`src/rtl/stopwatch_pkg.sv`:
```
// Shared types and constants for the MM:SS stopwatch sequencer.
package stopwatch_pkg;

  typedef enum logic [1:0] {
    ST_IDLE  = 2'd0,
    ST_RUN   = 2'd1,
    ST_PAUSE = 2'd2
  } state_t;

  localparam int DIGIT_W    = 4;
  localparam int MOD_SEC_LO = 10;
  localparam int MOD_SEC_HI = 6;
  localparam int MOD_MIN_LO = 10;
  localparam int MOD_MIN_HI = 6;

endpackage

```
`src/rtl/stopwatch_if.sv`:
```
// Button-pulse and display bundle between the stopwatch sequencer and its user.
interface stopwatch_if;
  import stopwatch_pkg::*;

  logic               start_stop;
  logic               clear;
  logic               lap;
  logic               running;
  logic               tick;
  logic               rollover;
  logic               lap_active;
  logic [DIGIT_W-1:0] disp_min_hi;
  logic [DIGIT_W-1:0] disp_min_lo;
  logic [DIGIT_W-1:0] disp_sec_hi;
  logic [DIGIT_W-1:0] disp_sec_lo;

  modport master (
    output start_stop, clear, lap,
    input  running, tick, rollover, lap_active,
    input  disp_min_hi, disp_min_lo, disp_sec_hi, disp_sec_lo
  );

  modport slave (
    input  start_stop, clear, lap,
    output running, tick, rollover, lap_active,
    output disp_min_hi, disp_min_lo, disp_sec_hi, disp_sec_lo
  );

endinterface

```
`src/rtl/stopwatch_digit.sv`:
```
// sw_digit: one mod-MOD counter of the cascaded display chain.
module sw_digit #(
  parameter int MOD = 10,
  parameter int W   = 4
) (
  input  logic         clk,
  input  logic         reset,
  input  logic         en,
  input  logic         clr,
  output logic [W-1:0] q,
  output logic         tc
);

  localparam logic [W-1:0] LAST = W'(MOD - 1);

  assign tc = en && (q == LAST);

  // NOTE: sequential state uses non-blocking assignments so every flop samples pre-edge values.
  always_ff @(posedge clk or posedge reset) begin
    if (reset) begin
      q <= '0;
    end else if (clr) begin
      q <= '0;
    end else if (en) begin
      q <= (q == LAST) ? '0 : q + 1'b1;
    end
  end

endmodule

```
`src/rtl/stopwatch_ctrl.sv`:
```
// Run/pause/clear sequencer driving an MM:SS digit chain from a TICK_DIV prescaler.
// Optional lap hold enabled by defining STOPWATCH_LAP_EN.
module stopwatch_ctrl
  import stopwatch_pkg::*;
#(
  parameter int TICK_DIV = 50_000_000
) (
  input logic        clk,
  input logic        reset,
  stopwatch_if.slave sw
);

  localparam int              TW         = (TICK_DIV > 1) ? $clog2(TICK_DIV) : 1;
  localparam logic [TW-1:0]   PRESC_LAST = TW'(TICK_DIV - 1);
  localparam int              DISP_W     = 4 * DIGIT_W;

  state_t             r_state;
  logic               r_running;
  logic [TW-1:0]      r_presc;

  logic               w_tick;
  logic               w_clr;
  logic [DIGIT_W-1:0] w_sec_lo, w_sec_hi, w_min_lo, w_min_hi;
  logic               w_tc_sec_lo, w_tc_sec_hi, w_tc_min_lo, w_tc_min_hi;
  logic [DISP_W-1:0]  w_live;
  logic [DISP_W-1:0]  w_disp;
  logic               w_hold;

  always_ff @(posedge clk or posedge reset) begin
    if (reset) begin
      r_state   <= ST_IDLE;
      r_running <= 1'b0;
      r_presc   <= '0;
    end else begin
      case (r_state)
        ST_IDLE: begin
          r_presc <= '0;
          if (sw.start_stop) begin
            r_state   <= ST_RUN;
            r_running <= 1'b1;
          end
        end
        ST_RUN: begin
          // The pause edge still advances the prescaler so a tick on that edge is not replayed.
          r_presc <= (r_presc == PRESC_LAST) ? '0 : r_presc + 1'b1;
          if (sw.start_stop) begin
            r_state   <= ST_PAUSE;
            r_running <= 1'b0;
          end
        end
        ST_PAUSE: begin
          if (sw.clear) begin
            r_state   <= ST_IDLE;
            r_running <= 1'b0;
            r_presc   <= '0;
          end else if (sw.start_stop) begin
            r_state   <= ST_RUN;
            r_running <= 1'b1;
          end
        end
        default: begin
          r_state   <= ST_IDLE;
          r_running <= 1'b0;
          r_presc   <= '0;
        end
      endcase
    end
  end

  assign w_tick = (r_state == ST_RUN) && (r_presc == PRESC_LAST);
  assign w_clr  = (r_state == ST_PAUSE) && sw.clear;

  sw_digit #(.MOD(MOD_SEC_LO), .W(DIGIT_W)) u_sec_lo (
    .clk(clk), .reset(reset), .en(w_tick),      .clr(w_clr), .q(w_sec_lo), .tc(w_tc_sec_lo)
  );
  sw_digit #(.MOD(MOD_SEC_HI), .W(DIGIT_W)) u_sec_hi (
    .clk(clk), .reset(reset), .en(w_tc_sec_lo), .clr(w_clr), .q(w_sec_hi), .tc(w_tc_sec_hi)
  );
  sw_digit #(.MOD(MOD_MIN_LO), .W(DIGIT_W)) u_min_lo (
    .clk(clk), .reset(reset), .en(w_tc_sec_hi), .clr(w_clr), .q(w_min_lo), .tc(w_tc_min_lo)
  );
  sw_digit #(.MOD(MOD_MIN_HI), .W(DIGIT_W)) u_min_hi (
    .clk(clk), .reset(reset), .en(w_tc_min_lo), .clr(w_clr), .q(w_min_hi), .tc(w_tc_min_hi)
  );

  assign w_live = {w_min_hi, w_min_lo, w_sec_hi, w_sec_lo};

`ifdef STOPWATCH_LAP_EN
  logic              r_hold;
  logic [DISP_W-1:0] r_lap;

  // NOTE: the lap snapshot is reset too, so the display never shows X after a held reset release.
  always_ff @(posedge clk or posedge reset) begin
    if (reset) begin
      r_hold <= 1'b0;
      r_lap  <= '0;
    end else if (w_clr) begin
      r_hold <= 1'b0;
    end else if ((r_state == ST_RUN) && sw.lap) begin
      r_hold <= !r_hold;
      if (!r_hold) begin
        r_lap <= w_live;
      end
    end
  end

  assign w_hold = r_hold;
  assign w_disp = r_hold ? r_lap : w_live;
`else
  assign w_hold = 1'b0;
  assign w_disp = w_live;
`endif

  // The whole chain is at 59:59 exactly when the top digit's terminal count fires.
  assign sw.rollover    = w_tc_min_hi;
  assign sw.tick        = w_tick;
  assign sw.running     = r_running;
  assign sw.lap_active  = w_hold;
  assign sw.disp_min_hi = w_disp[4*DIGIT_W-1:3*DIGIT_W];
  assign sw.disp_min_lo = w_disp[3*DIGIT_W-1:2*DIGIT_W];
  assign sw.disp_sec_hi = w_disp[2*DIGIT_W-1:DIGIT_W];
  assign sw.disp_sec_lo = w_disp[DIGIT_W-1:0];

endmodule

```
`src/flat_wrapper.sv`:
```
// flat-port wrapper written by rule: the top's interface ports become plain ports
module stopwatch_ctrl_flat import stopwatch_pkg::*;
#(
  parameter int TICK_DIV = 50_000_000
)
  (clk, reset, sw_start_stop, sw_clear, sw_lap, sw_running, sw_tick, sw_rollover, sw_lap_active, sw_disp_min_hi, sw_disp_min_lo, sw_disp_sec_hi, sw_disp_sec_lo);
  stopwatch_if sw_i ();
  input logic clk;
  input logic reset;
  input wire logic [$bits(sw_i.start_stop)-1:0] sw_start_stop;
  input wire logic [$bits(sw_i.clear)-1:0] sw_clear;
  input wire logic [$bits(sw_i.lap)-1:0] sw_lap;
  output wire logic [$bits(sw_i.running)-1:0] sw_running;
  output wire logic [$bits(sw_i.tick)-1:0] sw_tick;
  output wire logic [$bits(sw_i.rollover)-1:0] sw_rollover;
  output wire logic [$bits(sw_i.lap_active)-1:0] sw_lap_active;
  output wire logic [$bits(sw_i.disp_min_hi)-1:0] sw_disp_min_hi;
  output wire logic [$bits(sw_i.disp_min_lo)-1:0] sw_disp_min_lo;
  output wire logic [$bits(sw_i.disp_sec_hi)-1:0] sw_disp_sec_hi;
  output wire logic [$bits(sw_i.disp_sec_lo)-1:0] sw_disp_sec_lo;
  assign sw_i.start_stop = sw_start_stop;
  assign sw_i.clear = sw_clear;
  assign sw_i.lap = sw_lap;
  assign sw_running = sw_i.running;
  assign sw_tick = sw_i.tick;
  assign sw_rollover = sw_i.rollover;
  assign sw_lap_active = sw_i.lap_active;
  assign sw_disp_min_hi = sw_i.disp_min_hi;
  assign sw_disp_min_lo = sw_i.disp_min_lo;
  assign sw_disp_sec_hi = sw_i.disp_sec_hi;
  assign sw_disp_sec_lo = sw_i.disp_sec_lo;
  stopwatch_ctrl #(.TICK_DIV(TICK_DIV)) u_core (.clk(clk), .reset(reset), .sw(sw_i));
endmodule
```
`config.mk`:
```
export PLATFORM = sky130hd
export DESIGN_NAME = stopwatch_ctrl_flat
export DESIGN_NICKNAME = d
export VERILOG_FILES = /design/src/rtl/stopwatch_pkg.sv /design/src/rtl/stopwatch_if.sv /design/src/rtl/stopwatch_digit.sv /design/src/rtl/stopwatch_ctrl.sv /design/src/flat_wrapper.sv
export SDC_FILE = /design/constraint.sdc
export NUM_CORES = 1
export LEC_CHECK = 0
export CAP_MARGIN = 20
export CORE_MARGIN = 2
export CORE_UTILIZATION = 50
export CTS_CLUSTER_SIZE = 20
export DETAILED_ROUTE_END_ITERATION = 8
export PLACE_DENSITY_LB_ADDON = 0.2
export SLEW_MARGIN = 20
export SYNTH_ARGS = -nofsm -noshare
export SYNTH_HDL_FRONTEND = slang
export SYNTH_SLANG_ARGS = --single-unit
```
`constraint.sdc`:
```
create_clock -name clk -period 2.7 [get_ports clk]
set_input_delay 0.54 -clock clk [delete_from_list [all_inputs] [get_ports clk]]
set_output_delay 0.54 -clock clk [all_outputs]
set_load 0.05 [all_outputs]
```
==> metrics.md <==
| Metric | Value |
|---|---|
| Library cells used by synthesis | `56` |
| First-pass DRT Iterations | `4` |
| CTS Hold Bufs | `0` |
| Max Freq | `0.381 GHz` |
| Post-Syn Nets | `310` |
| Seq/Total Area, Yosys | `41.7%` |
| DRT iter0 DRCs | `124` |
| Crit end category | `output port` |
| Reg clk slew, reported paths | `0.09 ns` |
| GRT overflow | `0` |
| Initial antenna violation count | `0` |
| Synth Instances | `296` |
| Net count reported at finish | `335` |
| Ys flop type | `dfrtp_1` |
| Crit path arrival time | `2.08 ns` |
| Placed Area | `3070 um2` |
| Worst slew margin | `51.5%` |
| Num CTS Buffers | `5` |
| Via count | `2336` |
| Setup violators final | `0` |
| Detailed placement HPWL | `4.14 mm` |
| Outcome | `finished clean` |
| Area Growth Syn to Fin | `17.6%` |
| Synth warnings | `0` |
| R2r startpoint | `u_core.r_presc[1]` |
| Port Buffers | `22` |
| Crit start category | `flop` |
| Max_cap viols | `0` |
| FFs w/ async S/R, synth | `100%` |
| Routed len/inst | `14.9 um` |
| Peak supply drop | `0.345 mV` |
| Core area | `5170 um2` |
| Skew final | `0.00963 ns` |
| Final std cell area, no fill | `3170 um2` |
| Capture point of the worst reg-to-reg path | `u_core.r_presc[15]` |
| Row count | `26` |
| Starting Density | `52.2%` |
| Slew Viols, Final | `0` |
| Critical-path maximum fanout | `5` |
| Crit-path max cell delay | `0.58 ns` |
| Die W | `77.5 um` |
| Vias in the first global route | `2095` |
| Final GP Congestion | `0.790` |
| Antenna-violating nets left | `0` |
| First-pass GRT wire length | `9.96 mm` |
| Clock Sink Count | `45` |
| Cell area after synthesis | `2700 um2` |
| Number of hold violations in the final report | `0` |
| Setup WS pre-CTS | `0.340 ns` |
| Min Tclk post-route | `2.62 ns` |
| Largest net degree at the start of global routing | `25` |
| Io pins | `25` |
| CTS Root Cell | `clkbuf_8` |
| Layout cells sized above 1 | `13.0%` |
| Hold Path Class | `flop to flop` |
| Max stage delay cell, worst path | `or4_4` |
| DRC Markers | `0` |
| Synth Register Bits | `45` |
| Final worst slack | `0.0787 ns` |
| Critical Path Start | `u_core.r_presc[24]` |
| Worst Path Required | `2.16 ns` |
| CTS tree | `built` |
| Antenna Cells | `0` |
| Worst-skew pair later-pin latency | `0.30 ns` |
| Synthesized area per cell | `9.12 um2` |
| Worst r2r path cells | `8` |
| H-tree levels | `2` |
| Crit path kind | `flop to output port` |
| Die area | `6000 um2` |
| Cell chain of the critical path | `or4_4 > nor3_4 > nand2_1 > nor4b_4 > buf_12` |
| Vias per cell | `5.96` |
| Power density over cell area | `660 nW/um2` |
| Post-synth EDFFs | `0` |
| Final WL | `5.86 mm` |
| Worst setup path end | `sw_rollover` |
| Clock Tree Buf Depth | `2` |
| Die H | `77.5 um` |
| Worst-margin pin slew | `0.726 ns` |
| Final worst path period share | `97.1%` |
| Min-delay src | `u_core.r_presc[23]` |
| Worst R2R Setup Slack | `0.36 ns` |
| Leak pwr | `1.31 nW` |
| Total GRT Usage | `20.1%` |
## cells by family (layout without fill, tap and decap cells)
kind of cell               Yosys count  after routing  synth area share, %
muxes                                5              5                 1.85
other                                1              1                0.139
xor gates and xnor gates             5              5                 1.62
DFF                                 45             45                 41.7
and+or+nand+nor                    133            133                 30.2
adders and majority gates            9              9                 4.17
buffers and inverters               25             51                 3.94
AOI/OAI and AO/OA                   73             73                 16.4
## state kept, by name, indices dropped and copies added (netlist names)
name and flops:
u_core.u_sec_hi.q 4, u_core.r_state 2, u_core.u_min_lo.q 4, u_core.u_sec_lo.q 4
u_core.sw.running 1, u_core.r_presc 26, u_core.u_min_hi.q 4
## how the worst min path moves through the flow
stage                          to  cells after the start  slack, ns
2_1_floorplan  u_core.r_presc[23]                      1       0.45
3_3_place_gp   u_core.r_presc[23]                      1       0.49
3_5_place_dp   u_core.r_presc[23]                      1       0.48
4_1_cts        u_core.r_presc[23]                      1       0.50
5_1_grt        u_core.r_presc[23]                      1       0.53
6_report       u_core.r_presc[23]                      1       0.50
## synthesized netlist by cell type (3+ instances only)
cell	count	area, um2
inv_1	11	41.3
a31oi_1	13	81.3
a21oi_1	22	110
nand4_2	3	37.5
dfrtp_1	45	1130
or4_1	3	22.5
mux2i_1	5	50.1
nand3_1	10	50.1
and4_1	4	35.0
clkbuf_1	11	41.3
a21o_1	5	37.5
nor3_1	8	40.0
xnor2_1	4	35.0
nand2b_1	4	25.0
or3_2	3	22.5
nor2_1	18	67.6
o21ai_0	20	100
nand2_1	40	150
or3_1	4	25.0
nor4_1	3	18.8
ha_1	9	113
nand4_1	10	62.6
## stage by stage
| step | util [%] | total power, mW | TNS [ns] | hold slack (ns) | std cells |
|---|---|---|---|---|---|
| 6_report | 61.4 | 2.09 | 0 | 0.502 | 392 |
| 5_1_grt | 61.4 | 2.22 | -0.000621 | 0.534 | 392 |
| 4_1_cts | 61.0 | 2.10 | 0 | 0.500 | 390 |
| 3_5_place_dp | 59.3 | 1.68 | 0 | 0.485 | 382 |
| 3_3_place_gp | 59.3 | 1.66 | 0 | 0.486 | 382 |
| 2_1_floorplan | - | 1.43 | 0 | 0.450 | 296 |
## where the power goes
group | leakage, nW | internal (mW) | switching [mW] | total (mW)
clock network | 0.0374 | 0.183 | 0.237 | 0.420
logic | 0.661 | 0.274 | 0.474 | 0.749
registers | 0.609 | 0.779 | 0.147 | 0.926
## metal layers
layer	track usage (%)	up-vias	wire length [um]
li1	-	1138	-
met1	27.5	1142	2830
met5	0	-	0
met3	3.37	6	218
met4	4.64	0	48
met2	33.4	50	2760
## cell usage in the layout, fill, tap and decap left out, types with 2 or more instances in the layout
cell and count:
ha_1 9, and3b_1 2, or3_2 3, nand3_1 10, and4_1 4, or2_2 2
clkdlybuf4s50_1 20, nor3b_1 2, buf_4 8, a21o_1 5, nand4bb_4 2, nand4_2 3
a41oi_1 2, a31oi_1 12, xnor2_1 4, clkinvlp_4 2, mux2i_1 5, clkbuf_8 5
or3b_1 2, or4_1 3, dfrtp_1 43, nand3b_1 2, buf_12 4, nor3_1 8
nor2_1 18, inv_2 2, o21ai_0 20, dfrtp_2 2, a21oi_1 22, nor4_1 3
inv_1 9, nand2b_1 4, nand4_1 10, or3_1 4, nand2_1 40
## repair_timing
item                                    in CTS  in global routing
endpoints found under the setup margin       0                  2
resized for setup                            0                  3
setup buffers                                0                  2
endpoints found under the hold margin        0                  0
## area by class of cell
cell class                 instances  area [um2]
fill                             440        2000
multi-input combinational        226        1490
sequential                        45        1130
timing repair buffer              32         340
tap                               70        87.6
clock buffer                       6        72.6
inverter                          11        41.3
clock inverter                     2        15.0
## critical path: cells and delay by family (launching register included)
family        cells  cell delay, ns
flops             1            0.44
simple gates      4            1.16
buf+inv           1            0.18
No activity file was read; power rests on OpenSTA's default activity.
==> RTL edit 1 (config.mk and constraints unchanged) <==
The package constant `DIGIT_W` goes from 4 to 6.
--- a/src/rtl/stopwatch_pkg.sv
+++ b/src/rtl/stopwatch_pkg.sv
@@ -7,7 +7,7 @@
     ST_PAUSE = 2'd2
   } state_t;
 
-  localparam int DIGIT_W    = 4;
+  localparam int DIGIT_W    = 6;
   localparam int MOD_SEC_LO = 10;
   localparam int MOD_SEC_HI = 6;
   localparam int MOD_MIN_LO = 10;
Ports: changed (resized sw_disp_min_hi, sw_disp_min_lo, sw_disp_sec_hi and sw_disp_sec_lo); port bits go from 25 to 33. The function was not compared with the original's and may differ.
==> RTL edit 1 against the unedited design <==
  * Routed wire length grew 15%
  * Power grew 13%
  * Largest cell class unchanged
  * Sequential cell count up 8
  * Setup slack got worse by 0.036 ns
  * Final area increased by 15%
  * Area after synthesis up 12%
  * Critical path depth grew 1
  * Count of clock-buffer cells in the layout down 1
==> RTL edit 1: results <==
export IMPL_status="finished clean"
export IMPL_power_switching_mw=0.979
export IMPL_dr_wl_met2_um=3310
export IMPL_relSlewSlack=0.556
export IMPL_regMostFlops="u_core.r_presc"
export IMPL_fill_cells=506
export IMPL_grt_usage=0.220
export IMPL_synthFlopType="dfrtp_1"
export IMPL_seq_area_frac=0.362
export IMPL_vias_per_cell=5.76
export IMPL_buffers=51
export IMPL_comb_power_mw=0.853
export IMPL_post_cts_buffers=7
export IMPL_cp_slowest_cell="or4b_4"
export IMPL_clk_latency_ns=0.32
export IMPL_synth_cell_types=52
export IMPL_io_buffers=30
export IMPL_clk_share=0.0236
export IMPL_place_hpwl_um=4600
export IMPL_met3WireLength_um=227
export IMPL_ir_drop_mv=0.351
export IMPL_cts_resized_gates=4
export IMPL_use_met3=0.0330
export IMPL_multi_input_area_share=0.437
export IMPL_grt_pass1_vias=2447
export IMPL_cpPeakStageDelay_ns=0.53
export IMPL_ys_seq_area_frac=0.439
export IMPL_buffer_area_frac=0.134
export IMPL_layout_drive_gt1_share=0.127
export IMPL_routed_wl_um=6720
export IMPL_place_inst=446
export IMPL_r2r_end="u_core.u_min_lo.q[4]"
export IMPL_leakage_nw=1.56
export IMPL_finClkSkew_ns=0.0113
export IMPL_grt_max_degree=54
export IMPL_r2r_start="u_core.r_presc[11]"
export IMPL_clockBufferCount=5
export IMPL_min_to="u_core.r_presc[6]"
export IMPL_critical_path_max_fanout=2
export IMPL_place_congestion=0.781
export IMPL_fin_hold_ws_ns=0.488
export IMPL_hp_start="u_core.r_presc[6]"
export IMPL_dr_first_iter_drc_count=147
export IMPL_grt_util_met1=0.285
export IMPL_ys_top_cells_by_count="dfrtp_1 (53), nand2_1 (35), a21oi_1 (30)"
export IMPL_crit_path_end="sw_rollover"
export IMPL_yosys_top_cells_area="dfrtp_1 (44%), a21oi_1 (5.0%), o21ai_0 (4.6%), nand2_1 (4.4%), ha_1 (3.7%)"
export IMPL_grt_pass1_wl_um=11400
export IMPL_layout_nets=399
export IMPL_synthesis_nets=354
export IMPL_synth_cells=340
export IMPL_multi_input_cells=257
export IMPL_use_met2=0.374
export IMPL_cp_top_family="simple AND/OR/NAND/NOR gates"
export IMPL_reg2reg_setup_slack_ns=0.18
export IMPL_non_clock_inverter_count=17
export IMPL_clock_sinks=53
export IMPL_drt_met1_wl_um=3090
export IMPL_num_vias=2656
export IMPL_power_frac_seq=0.451
## RTL edit 1: worst register-to-register path, cell delays in order, from the launching register on
cell     delay [ns]
dfrtp_1        0.41
or4b_4         0.53
nor4_4         0.28
buf_4          0.19
buf_4          0.10
buf_4          0.13
nand4_4        0.16
or4_1          0.52
a21oi_1        0.15
## RTL edit 1: cells by family after synthesis
family	Yosys count	share of synthesized area
and+or+nand+nor	150	0.282
muxes	7	0.0232
adders and majority gates	9	0.0373
xor gates and xnor gates	3	0.00871
AOI/OAI and AO/OA	87	0.166
DFF	53	0.439
buffers and inverters	30	0.0419
other	1	0.00124
## RTL edit 1: stage by stage
step                instance area (µm²)  setup slack, ns  power [mW]
global route                       3660         -0.00460        2.52
global placement                   3480            0.275        1.90
finish                             3660           0.0432        2.37
detailed placement                 3480            0.272        1.92
CTS                                3650          -0.0191        2.38
floorplan                          3020           0.0132        1.65
==> RTL edit 2 (same settings) <==
Without the edit above. Encoding of `state_t`: now one-hot (3 bits for 3 states).
--- a/src/rtl/stopwatch_pkg.sv
+++ b/src/rtl/stopwatch_pkg.sv
@@ -1,10 +1,10 @@
 // Shared types and constants for the MM:SS stopwatch sequencer.
 package stopwatch_pkg;
 
-  typedef enum logic [1:0] {
-    ST_IDLE  = 2'd0,
-    ST_RUN   = 2'd1,
-    ST_PAUSE = 2'd2
+  typedef enum logic [2:0] {
+    ST_IDLE  = 3'b001,
+    ST_RUN   = 3'b010,
+    ST_PAUSE = 3'b100
   } state_t;
 
   localparam int DIGIT_W    = 4;
Behaviour: no difference found for any inputs over 10 cycles, from zero or initial values and one cycle with reset high; not proved beyond that.
==> RTL edit 2 against the unedited design <==
  * The run now ends with setup timing left
  * Cell count shrank 5.4%
  * Sequential share of layout area rose by 2.2 points
  * Utilization is 2.4 points higher
  * Critical endpoint unchanged
  * Setup slack got worse by 0.098 ns
  * Area after synthesis decreased by 6.5%
  * Final area decreased by 3.8%
  * Power grew 22%
  * Sequential cell count is 1 higher
  * Count of clock-buffer cells in the layout rose by 1
  * Routed wire length fell by 15%
  * Synthesized cell count decreased by 8.4%
==> RTL edit 2: results <==
export IMPL_status="finished, violations left"
export IMPL_failed_checks="setup timing"
export IMPL_cts_resized_gates=7
export IMPL_fin_hold_ws_ns=0.536
export IMPL_dieArea_um2=5630
export IMPL_vias_per_cell=5.54
export IMPL_period_minus_slack_ns=2.72
export IMPL_crit_arrival_ns=2.18
export IMPL_met3WireLength_um=159
export IMPL_dr_wl_met2_um=2380
export IMPL_r2r_cells=7
export IMPL_clockBufferCount=7
export IMPL_grt_pass1_wl_um=8540
export IMPL_fin_ws_ns=-0.0194
export IMPL_relSlewSlack=0.300
export IMPL_use_met3=0.0495
export IMPL_use_met2=0.340
export IMPL_min_to="u_core.r_presc[14]"
export IMPL_r2r_start="u_core.r_presc[18]"
export IMPL_cp_slowest_cell="or4bb_4"
export IMPL_num_vias=2055
export IMPL_leakage_nw=1.30
export IMPL_r2r_end="u_core.r_presc[20]"
export IMPL_finClkSkew_ns=0.00997
export IMPL_ys_top_cells_by_count="dfrtp_1 (45), nor2_1 (36), nand2_1 (18), xor2_1 (18), nand4_1 (16)"
export IMPL_setup_violations_final=1
export IMPL_clk_share=0.0299
export IMPL_pre_cts_ws_ns=-0.0431
export IMPL_hp_start="u_core.r_presc[14]"
[RTL edit 2: cell count changes in the layout (fill, tap and decap cells not counted), sizes merged, moves of 5 or more]
| cell | before | now |
|---|---|---|
| a21oi | 22 | 14 |
| o21ai | 20 | 9 |
| nor2 | 18 | 36 |
| nor3 | 9 | 3 |
| and3 | 1 | 6 |
| nand4 | 13 | 18 |
| nand2 | 40 | 18 |
| ha | 9 | 1 |
| a31oi | 13 | 4 |
| and2 | 0 | 5 |
| nor2b | 0 | 6 |
| xor2 | 1 | 18 |
[RTL edit 2: logic make-up (layout without fill, tap and decap cells)]
kind of cell / count (synthesis) / after routing / synth area share
AND/OR/NAND/NOR: 136 / 136 / 0.310
flip-flops: 46 / 46 / 0.457
AO/OA/AOI/OAI: 38 / 38 / 0.0927
XOR/XNOR: 23 / 23 / 0.0798
buffers and inverters: 22 / 55 / 0.0387
multiplexers: 4 / 4 / 0.0159
adder cells (fa/ha/maj): 1 / 1 / 0.00496
other: 1 / 1 / 0.00149
